File: config.mk
export PLATFORM = sky130hd
export DESIGN_NAME = pc_sequencer
export DESIGN_NICKNAME = d
export VERILOG_FILES = /design/src/rtl/pc_sequencer.sv
export SDC_FILE = /design/constraint.sdc
export NUM_CORES = 1
export LEC_CHECK = 0
export BUFFER_PORTS_ARGS = -buffer_cell sky130_fd_sc_hd__clkbuf_2
export CORE_ASPECT_RATIO = 0.5
export CORE_MARGIN = 2
export CORE_UTILIZATION = 30
export DETAILED_ROUTE_END_ITERATION = 10
export PLACE_DENSITY = 0.66
export SLEW_MARGIN = 20
export SYNTH_ARGS = -nofsm -noshare
export SYNTH_HDL_FRONTEND = slang
export SYNTH_SLANG_ARGS = --single-unit
File: constraint.sdc
create_clock -name clk -period 3.53 [get_ports clk]
set_clock_uncertainty 0.05 [all_clocks]
set_input_delay 0.1765 -clock clk [delete_from_list [all_inputs] [get_ports clk]]
set_output_delay 0.1765 -clock clk [all_outputs]
set_load 0.01 [all_outputs]
File: src/rtl/pc_sequencer.sv
// pc_sequencer: program-counter unit for the multicycle CPU.
// Owns the PC register and forms PC+4, branch and jump targets internally.
// Supports six branch conditions, j/jal, jr/jalr, and a misaligned-jr trap
// with EPC capture and exception return.
//
// Ports:
//   clk          system clock, state updates on posedge
//   reset        asynchronous active-low reset
//   pcWrite      PC update enable; when 0 all state holds and trap clears
//   branchOp     000 none, 001 beq, 010 bne, 011 blez, 100 bgtz,
//                101 bltz, 110 bgez, 111 none
//   zero         ALU zero flag
//   negative     ALU result sign flag
//   branchOffset branch immediate, in words
//   jump         j/jal target select
//   jumpIndex    instruction index field
//   jumpReg      jr/jalr target select
//   regAddr      jump-register target
//   eret         exception return
//   PC           current PC (registered)
//   PC4          PC+4 (combinational)
//   epc          exception PC (registered)
//   trap         one-cycle pulse in the cycle after a trap is taken
//   inTrap       high from trap entry until eret
module pc_sequencer #(
    parameter int unsigned      WIDTH        = 32,
    parameter logic [WIDTH-1:0] RESET_VECTOR = 32'h0000_0000,
    parameter logic [WIDTH-1:0] TRAP_VECTOR  = 32'h0000_0080
) (
    input  logic             clk,
    input  logic             reset,
    input  logic             pcWrite,
    input  logic [2:0]       branchOp,
    input  logic             zero,
    input  logic             negative,
    input  logic [15:0]      branchOffset,
    input  logic             jump,
    input  logic [25:0]      jumpIndex,
    input  logic             jumpReg,
    input  logic [WIDTH-1:0] regAddr,
    input  logic             eret,
    output logic [WIDTH-1:0] PC,
    output logic [WIDTH-1:0] PC4,
    output logic [WIDTH-1:0] epc,
    output logic             trap,
    output logic             inTrap
);

    logic [WIDTH-1:0] branch_disp;
    logic [WIDTH-1:0] branch_target;
    logic [WIDTH-1:0] jump_target;
    logic             branch_taken;
    logic             misaligned_jr;
    logic [WIDTH-1:0] next_pc;

    assign PC4 = PC + {{(WIDTH-3){1'b0}}, 3'b100};

    // Offset is in words: sign-extend and scale by 4.
    assign branch_disp   = {{(WIDTH-18){branchOffset[15]}}, branchOffset, 2'b00};
    assign branch_target = PC4 + branch_disp;
    assign jump_target   = {PC4[WIDTH-1:28], jumpIndex, 2'b00};

    assign misaligned_jr = jumpReg && (regAddr[1:0] != 2'b00);

    always_comb begin
        branch_taken = 1'b0;
        case (branchOp)
            3'b001:  branch_taken = zero;
            3'b010:  branch_taken = !zero;
            3'b011:  branch_taken = zero || negative;
            3'b100:  branch_taken = !zero && !negative;
            3'b101:  branch_taken = negative;
            3'b110:  branch_taken = !negative;
            default: branch_taken = 1'b0;
        endcase
    end

    // Non-trap next-PC selection; the misaligned-jr trap overrides this below.
    always_comb begin
        next_pc = PC4;
        if (eret)              next_pc = epc;
        else if (jumpReg)      next_pc = regAddr;
        else if (jump)         next_pc = jump_target;
        else if (branch_taken) next_pc = branch_target;
    end

    always_ff @(posedge clk or negedge reset) begin
        if (!reset) begin
            PC     <= RESET_VECTOR;
            epc    <= RESET_VECTOR;
            trap   <= 1'b0;
            inTrap <= 1'b0;
        end else begin
            trap <= 1'b0;
            if (pcWrite) begin
                if (misaligned_jr) begin
                    PC     <= TRAP_VECTOR;
                    trap   <= 1'b1;
                    inTrap <= 1'b1;
                    // A fault taken while already in the handler keeps the original EPC.
                    if (!inTrap) epc <= PC;
                end else begin
                    PC <= next_pc;
                    if (eret) inTrap <= 1'b0;
                end
            end
        end
    end

endmodule

* Word-level counts from Yosys, hierarchy flattened
Cells that the tools add are included.
** Word-level totals
- RAM bits :: 0
- Bits in read-only memories :: 0
- Input bits :: 85
- Logic and storage cells :: 32
- Output and inout port bits :: 98
- Flip-flop bits (word level) :: 66
- Memories :: 0
- Bits in latches :: 0
** Operators by class
- Add/subtract/negate cells :: 2
- Multiplexer cells :: 10
- Reduce and logical (&&, ||, !) cells :: 9
- Eq/ne operators :: 6
- Multiply operators :: 0
- Order comparisons :: 0
- Div/mod/pow operators :: 0
- Bitwise logic cells :: 1
- Shifts and indexed selects :: 0
** Operator list (count)
- $mux 32 :: 5
- $add 32x3->32 const B :: 1
- $add 32x32->32 :: 1
- $eq 3x3->1 const B :: 3
- $eq 3x2->1 const B :: 2
- $pmux 1 s6 :: 1
- $mux 1 :: 4
- $reduce_bool 2->1 :: 2
- $eq 3x1->1 const B :: 1
- $reduce_and 3->1 :: 1
- $logic_and 1x1->1 :: 2
- $logic_not 1->1 :: 2
- $reduce_and 2->1 :: 1
- $logic_or 1x1->1 :: 1
- $not 1->1 :: 1

* Longest topological paths before layout
- Word-level depth :: 8
- Gate-level depth with buffers :: 19
- Gate-level depth less buffers :: 18

* Least setup slack after synthesis
Ideal clock, no wire load.
- Kind :: reg-to-reg
- Start :: reg PC[11]
- End :: reg PC[31]
- Data required time :: 3.356 ns
- Path buffers :: 1
- Library setup time :: 0.124 ns
- Data arrival time :: 3.868 ns
- Path slack :: -0.512 ns
- Cell stages (with the launch flop) :: 20
- Path through :: dfrtp_1 > nand4_2 > nor2_2 > and4_4 > nand3_4 > nor2_1 > nand2_1 > xnor2_1 > ha_1 > buf_2 > a21o_1 > a21o_1 > a21o_1 > a211oi_1 > nor2_1 > or3_1 > o21a_1 > o211ai_1 > xnor2_1 > o21ai_1
** Between the ends
- Longest elaborated chain between the ends :: 7
** RTL lines
- from (decl) :: RTL line 42 : output logic [WIDTH-1:0] PC,
- from (signal assigned) :: RTL line 103 : PC <= next_pc;
- $add 32x3->32 :: RTL line 56 : assign PC4 = PC + {{(WIDTH-3){1'b0}}, 3'b100};
- net PC4[22] :: RTL line 43 : output logic [WIDTH-1:0] PC4,
- $add 32x32->32 :: RTL line 60 : assign branch_target = PC4 + branch_disp;
- $mux 32 :: RTL line 84 : else if (branch_taken) next_pc = branch_target;
- $mux 32 :: RTL line 83 : else if (jump) next_pc = jump_target;
- $mux 32 :: RTL line 82 : else if (jumpReg) next_pc = regAddr;
- $mux 32 :: RTL line 81 : if (eret) next_pc = epc;
- $mux 32 :: RTL line 96 : if (misaligned_jr) begin
The timed path passes the listed nets, and every way through them passes these cells.
A chain may end at the register's enable or synchronous reset.

* Worst setup path in the final report
- Start :: reg PC[3]
- End :: reg PC[27]
** Between the ends
- Longest elaborated chain between the ends :: 7
** RTL lines (RTL line)
- $add 32x3->32 * :: 56
- $add 32x32->32 :: 60
- $mux 32 * :: 84
- $mux 32 * :: 83
- $mux 32 * :: 82
- $mux 32 * :: 81
- $mux 32 * :: 96
Every way passes the cells marked *; elsewhere a longest branch is shown, timed or not.

==> flow_metrics.env <==
export IMPL_drt_iter0_markers=553
export IMPL_synth_top_cells_by_area="dfrtp_1, ha_1, mux2_2"
export IMPL_port_buffers=182
export IMPL_syn_inst=671
export IMPL_status="finished with violations"
export IMPL_fp_dieH_um=101
export IMPL_powerDensity_nw_per_um2=476
export IMPL_min_period_over_period_pct=106
export IMPL_synth_flop_cell="dfrtp_1"
export IMPL_regToRegEndpoint="PC[27]$_DFFE_PN0P_"
export IMPL_synth_distinct_cells=77
export IMPL_clkLatencyLatePin_ns=0.34
export IMPL_synth_top_area_cell="dfrtp_1"
export IMPL_worst_slew_pin_slew_ns=0.806
export IMPL_finalHoldViolations=0
export IMPL_rsz0062_at_grt="true"
export IMPL_drc=0
export IMPL_setup_viol=6
export IMPL_crit_arrival_ns=3.95
export IMPL_dieArea_um2=20100
export IMPL_hold_path_class="in -> reg"
export IMPL_hold_ws_ns=0.0823
export IMPL_hold_depth=3
export IMPL_crit_chain="ha_2 > nand4_1 > buf_4 > nor2_2 > nand2_1 > xnor2_2 > ha_4 > nor2_1 > a311oi_2 > o21a_1 > o21ai_1 > buf_4 > a211oi_4 > buf_4 > nor3_2 > a211oi_1 > or4_1 > a41oi_2"
export IMPL_postRouteAntennaNets=0
export IMPL_core_rowCount=35
export IMPL_avgRoutedWirePerCell_um=19.6
export IMPL_reg2reg_depth=18
export IMPL_fin_area_um2=8770
export IMPL_layout_drive_gt1_share_pct=48.0
export IMPL_dp_slack_ns=-0.208
export IMPL_grt_pass1_wl_mm=36.1
export IMPL_synth_edff_count=0
export IMPL_mappedNetlistArea_um2=5670
export IMPL_synthToLayoutAreaGrowth_pct=54.7
export IMPL_antenna_found_initial=0
export IMPL_viasPerCell=5.39
export IMPL_p_leak_nw=4.21
export IMPL_cts_root_buf="clkbuf_16"
export IMPL_syn_nets=793
export IMPL_violations="negative setup slack"
export IMPL_cts_buffers=9
export IMPL_peakVddDrop_mv=0.243
export IMPL_cts_tree="yes"
export IMPL_diodes=0
export IMPL_core_area_um2=18500
export IMPL_async_flop_share_pct=100
export IMPL_grt_max_degree=44
export IMPL_end_kind="register"
export IMPL_grt_overflow_total=0
export IMPL_ys_seq_elements=66
export IMPL_nets=1098
export IMPL_timing_final_ws_setup_ns=-0.209
export IMPL_cp_start_kind="register"
export IMPL_synth_top_area_share_pct=29.1
export IMPL_hpwlAfterDp_mm=19.0
export IMPL_first_pass_iters=5
export IMPL_dpl_cell_area_um2=7880
export IMPL_relSlewSlack_pct=46.3
export IMPL_cpMaxStageDelayCell="or4_1"
export IMPL_slew_violations=0
export IMPL_critPathMostFrequentCell="buf_4"
export IMPL_clock_sinks=66
export IMPL_htree_levels=3
export IMPL_grt_usage_pct=23.6
export IMPL_clk_pin_slew_ns=0.06
export IMPL_fill_cells=1770
export IMPL_timing_rr_start="PC[3]$_DFFE_PN0P_"
export IMPL_cp_max_fo=4
export IMPL_dr_total_vias=6685
export IMPL_cap_viol_max_count=0
export IMPL_r2r_slack_ns=-0.21
export IMPL_pin_count=183
export IMPL_min_from="jumpIndex[18]"
export IMPL_place_gp_congestion=0.999
export IMPL_holdPathEnd="PC[20]$_DFFE_PN0P_"
export IMPL_seq_area_frac_synth_pct=29.1
export IMPL_start_util_pct=30.7
export IMPL_slowest_delay_ns=0.51
export IMPL_fin_crit_ns=3.74
export IMPL_syn_area_per_cell_um2=8.45
export IMPL_cp_required_ns=3.74
export IMPL_wl_mm=24.3
export IMPL_die_width_um=198
export IMPL_yosysWarnings=0
export IMPL_cts_max_path_buffers=2
export IMPL_fmax_ghz=0.267
export IMPL_grt_pass1_vias=6419
export IMPL_worst_setup_path_type="reg -> reg"
[metrics by stage]
stage,power [mW],instances,util (%),TNS [ns]
2_1_floorplan,2.09,671,-,-0.539
3_3_place_gp,3.00,1210,42.6,-0.414
3_5_place_dp,3.03,1210,42.6,-1.43
4_1_cts,4.01,1230,45.4,-0.0736
5_1_grt,4.39,1240,47.5,-1.99
6_report,4.17,1240,47.5,-0.445
[what timing repair did]
action	in CTS	in global routing
hold endpoints to repair	37	0
hold buffers	1	0
endpoints found under the setup margin	11	20
buffers inserted	4	9
pin swaps	33	43
resized for setup	30	56
[sequential cells by signal, indices dropped and copies added (netlist names)]
signal / flops
epc: 32
trap: 1
PC: 32
inTrap: 1
[placed cells by master, fill, tap and decap left out, types with 5 or more instances in the layout]
cell type and instances:
a211oi_1 6, a21o_1 11, a21oi_1 41, a21oi_2 7, a22oi_1 8, and2_1 5
and3_1 7, buf_4 146, clkbuf_16 9, clkbuf_2 181, dfrtp_1 60, dfrtp_2 6
ha_1 27, ha_4 6, inv_1 21, mux2_2 30, nand2_1 62, nand2_2 5
nand3_1 16, nand3_4 5, nand4_1 7, nor2_1 47, nor2b_1 6, nor3_1 6
nor3b_1 5, o211ai_1 19, o21a_1 6, o21ai_0 17, o21ai_1 21, o21ai_2 7
o22ai_1 11, o2bb2ai_1 5, o31ai_1 6, xnor2_1 16, xnor2_2 14, xor2_1 13
[synth_stat cells, drive strengths merged, types with 4 or more instances]
library cell   n
o211ai        19
a22oi          8
a211oi         9
nor3          10
xnor2         33
o21a           6
o2bb2ai        5
nand4          8
nor2b          7
and2           5
nor2          54
and3           7
clkbuf        34
nor3b          6
ha            36
xor2          17
o31ai          8
a21oi         49
a31oi          4
inv           22
nand2         68
mux2          30
nand3         22
a21o          11
or3            4
dfrtp         66
o21ai         45
o22ai         11
o221ai         6
[report_power, final]
part | total [mW] | leakage [nW] | internal (mW) | switching (mW)
Combinational | 2.17 | 3.22 | 1.01 | 1.16
Clock | 0.905 | 0.147 | 0.585 | 0.321
Sequential | 1.10 | 0.845 | 0.925 | 0.175
[worst max-delay path by stage]
| stage | start | endpoint | slack (ns) | cells after the start |
|---|---|---|---|---|
| after global routing | PC[3]$_DFFE_PN0P_ | PC[27]$_DFFE_PN0P_ | -0.27 | 18 |
| after global placement | PC[3]$_DFFE_PN0P_ | PC[27]$_DFFE_PN0P_ | -0.18 | 16 |
| after CTS | PC[12]$_DFFE_PN0P_ | PC[31]$_DFFE_PN0P_ | -0.04 | 18 |
| final | PC[3]$_DFFE_PN0P_ | PC[27]$_DFFE_PN0P_ | -0.21 | 18 |
| after floorplan | PC[11]$_DFFE_PN0P_ | PC[31]$_DFFE_PN0P_ | -0.20 | 19 |
| after detailed placement | PC[3]$_DFFE_PN0P_ | PC[27]$_DFFE_PN0P_ | -0.21 | 16 |
[per-layer routing]
| metal | up-vias | GRT usage (%) | part of all wire [%] | routed length [µm] |
|---|---|---|---|---|
| met5 | - | 0 | 0 | 0 |
| met4 | 0 | 6.54 | 1.7 | 421 |
| met3 | 34 | 6.33 | 9.4 | 2280 |
| met2 | 302 | 36.1 | 44 | 10700 |
| met1 | 3249 | 33.1 | 45 | 10900 |
| li1 | 3100 | - | - | - |
[worst max-delay path, delay by kind of cell (launching register included)]
family	cells	cell delay [ns]
DFF	1	0.37
AOI/OAI and AO/OA	6	0.70
adders and majority gates	2	0.48
buffers and inverters	3	0.53
and+or+nand+nor	6	1.26
xor gates and xnor gates	1	0.29
[final cells by class]
class | instances | area (µm²) | share of cell area [%]
multi-input combinational | 545 | 4350 | 49.6
clock buffer | 14 | 264 | 3.01
inverter | 23 | 86.3 | 0.984
sequential | 66 | 1660 | 18.9
tap | 259 | 324 | 3.69
clock inverter | 2 | 35.0 | 0.399
timing repair buffer | 331 | 2050 | 23.4
[kinds of logic (layout without fill, tap and decap cells)]
kind of cell	after synthesis	count (layout)	synth area share, %
AOI/OAI and AO/OA	220	220	26.3
buffers and inverters	60	370	4.13
DFF	66	66	29.1
xor gates and xnor gates	50	50	7.86
and+or+nand+nor	206	206	18.0
adders and majority gates	37	37	8.30
muxes	32	32	6.31
(Power assumes the default switching activity.)
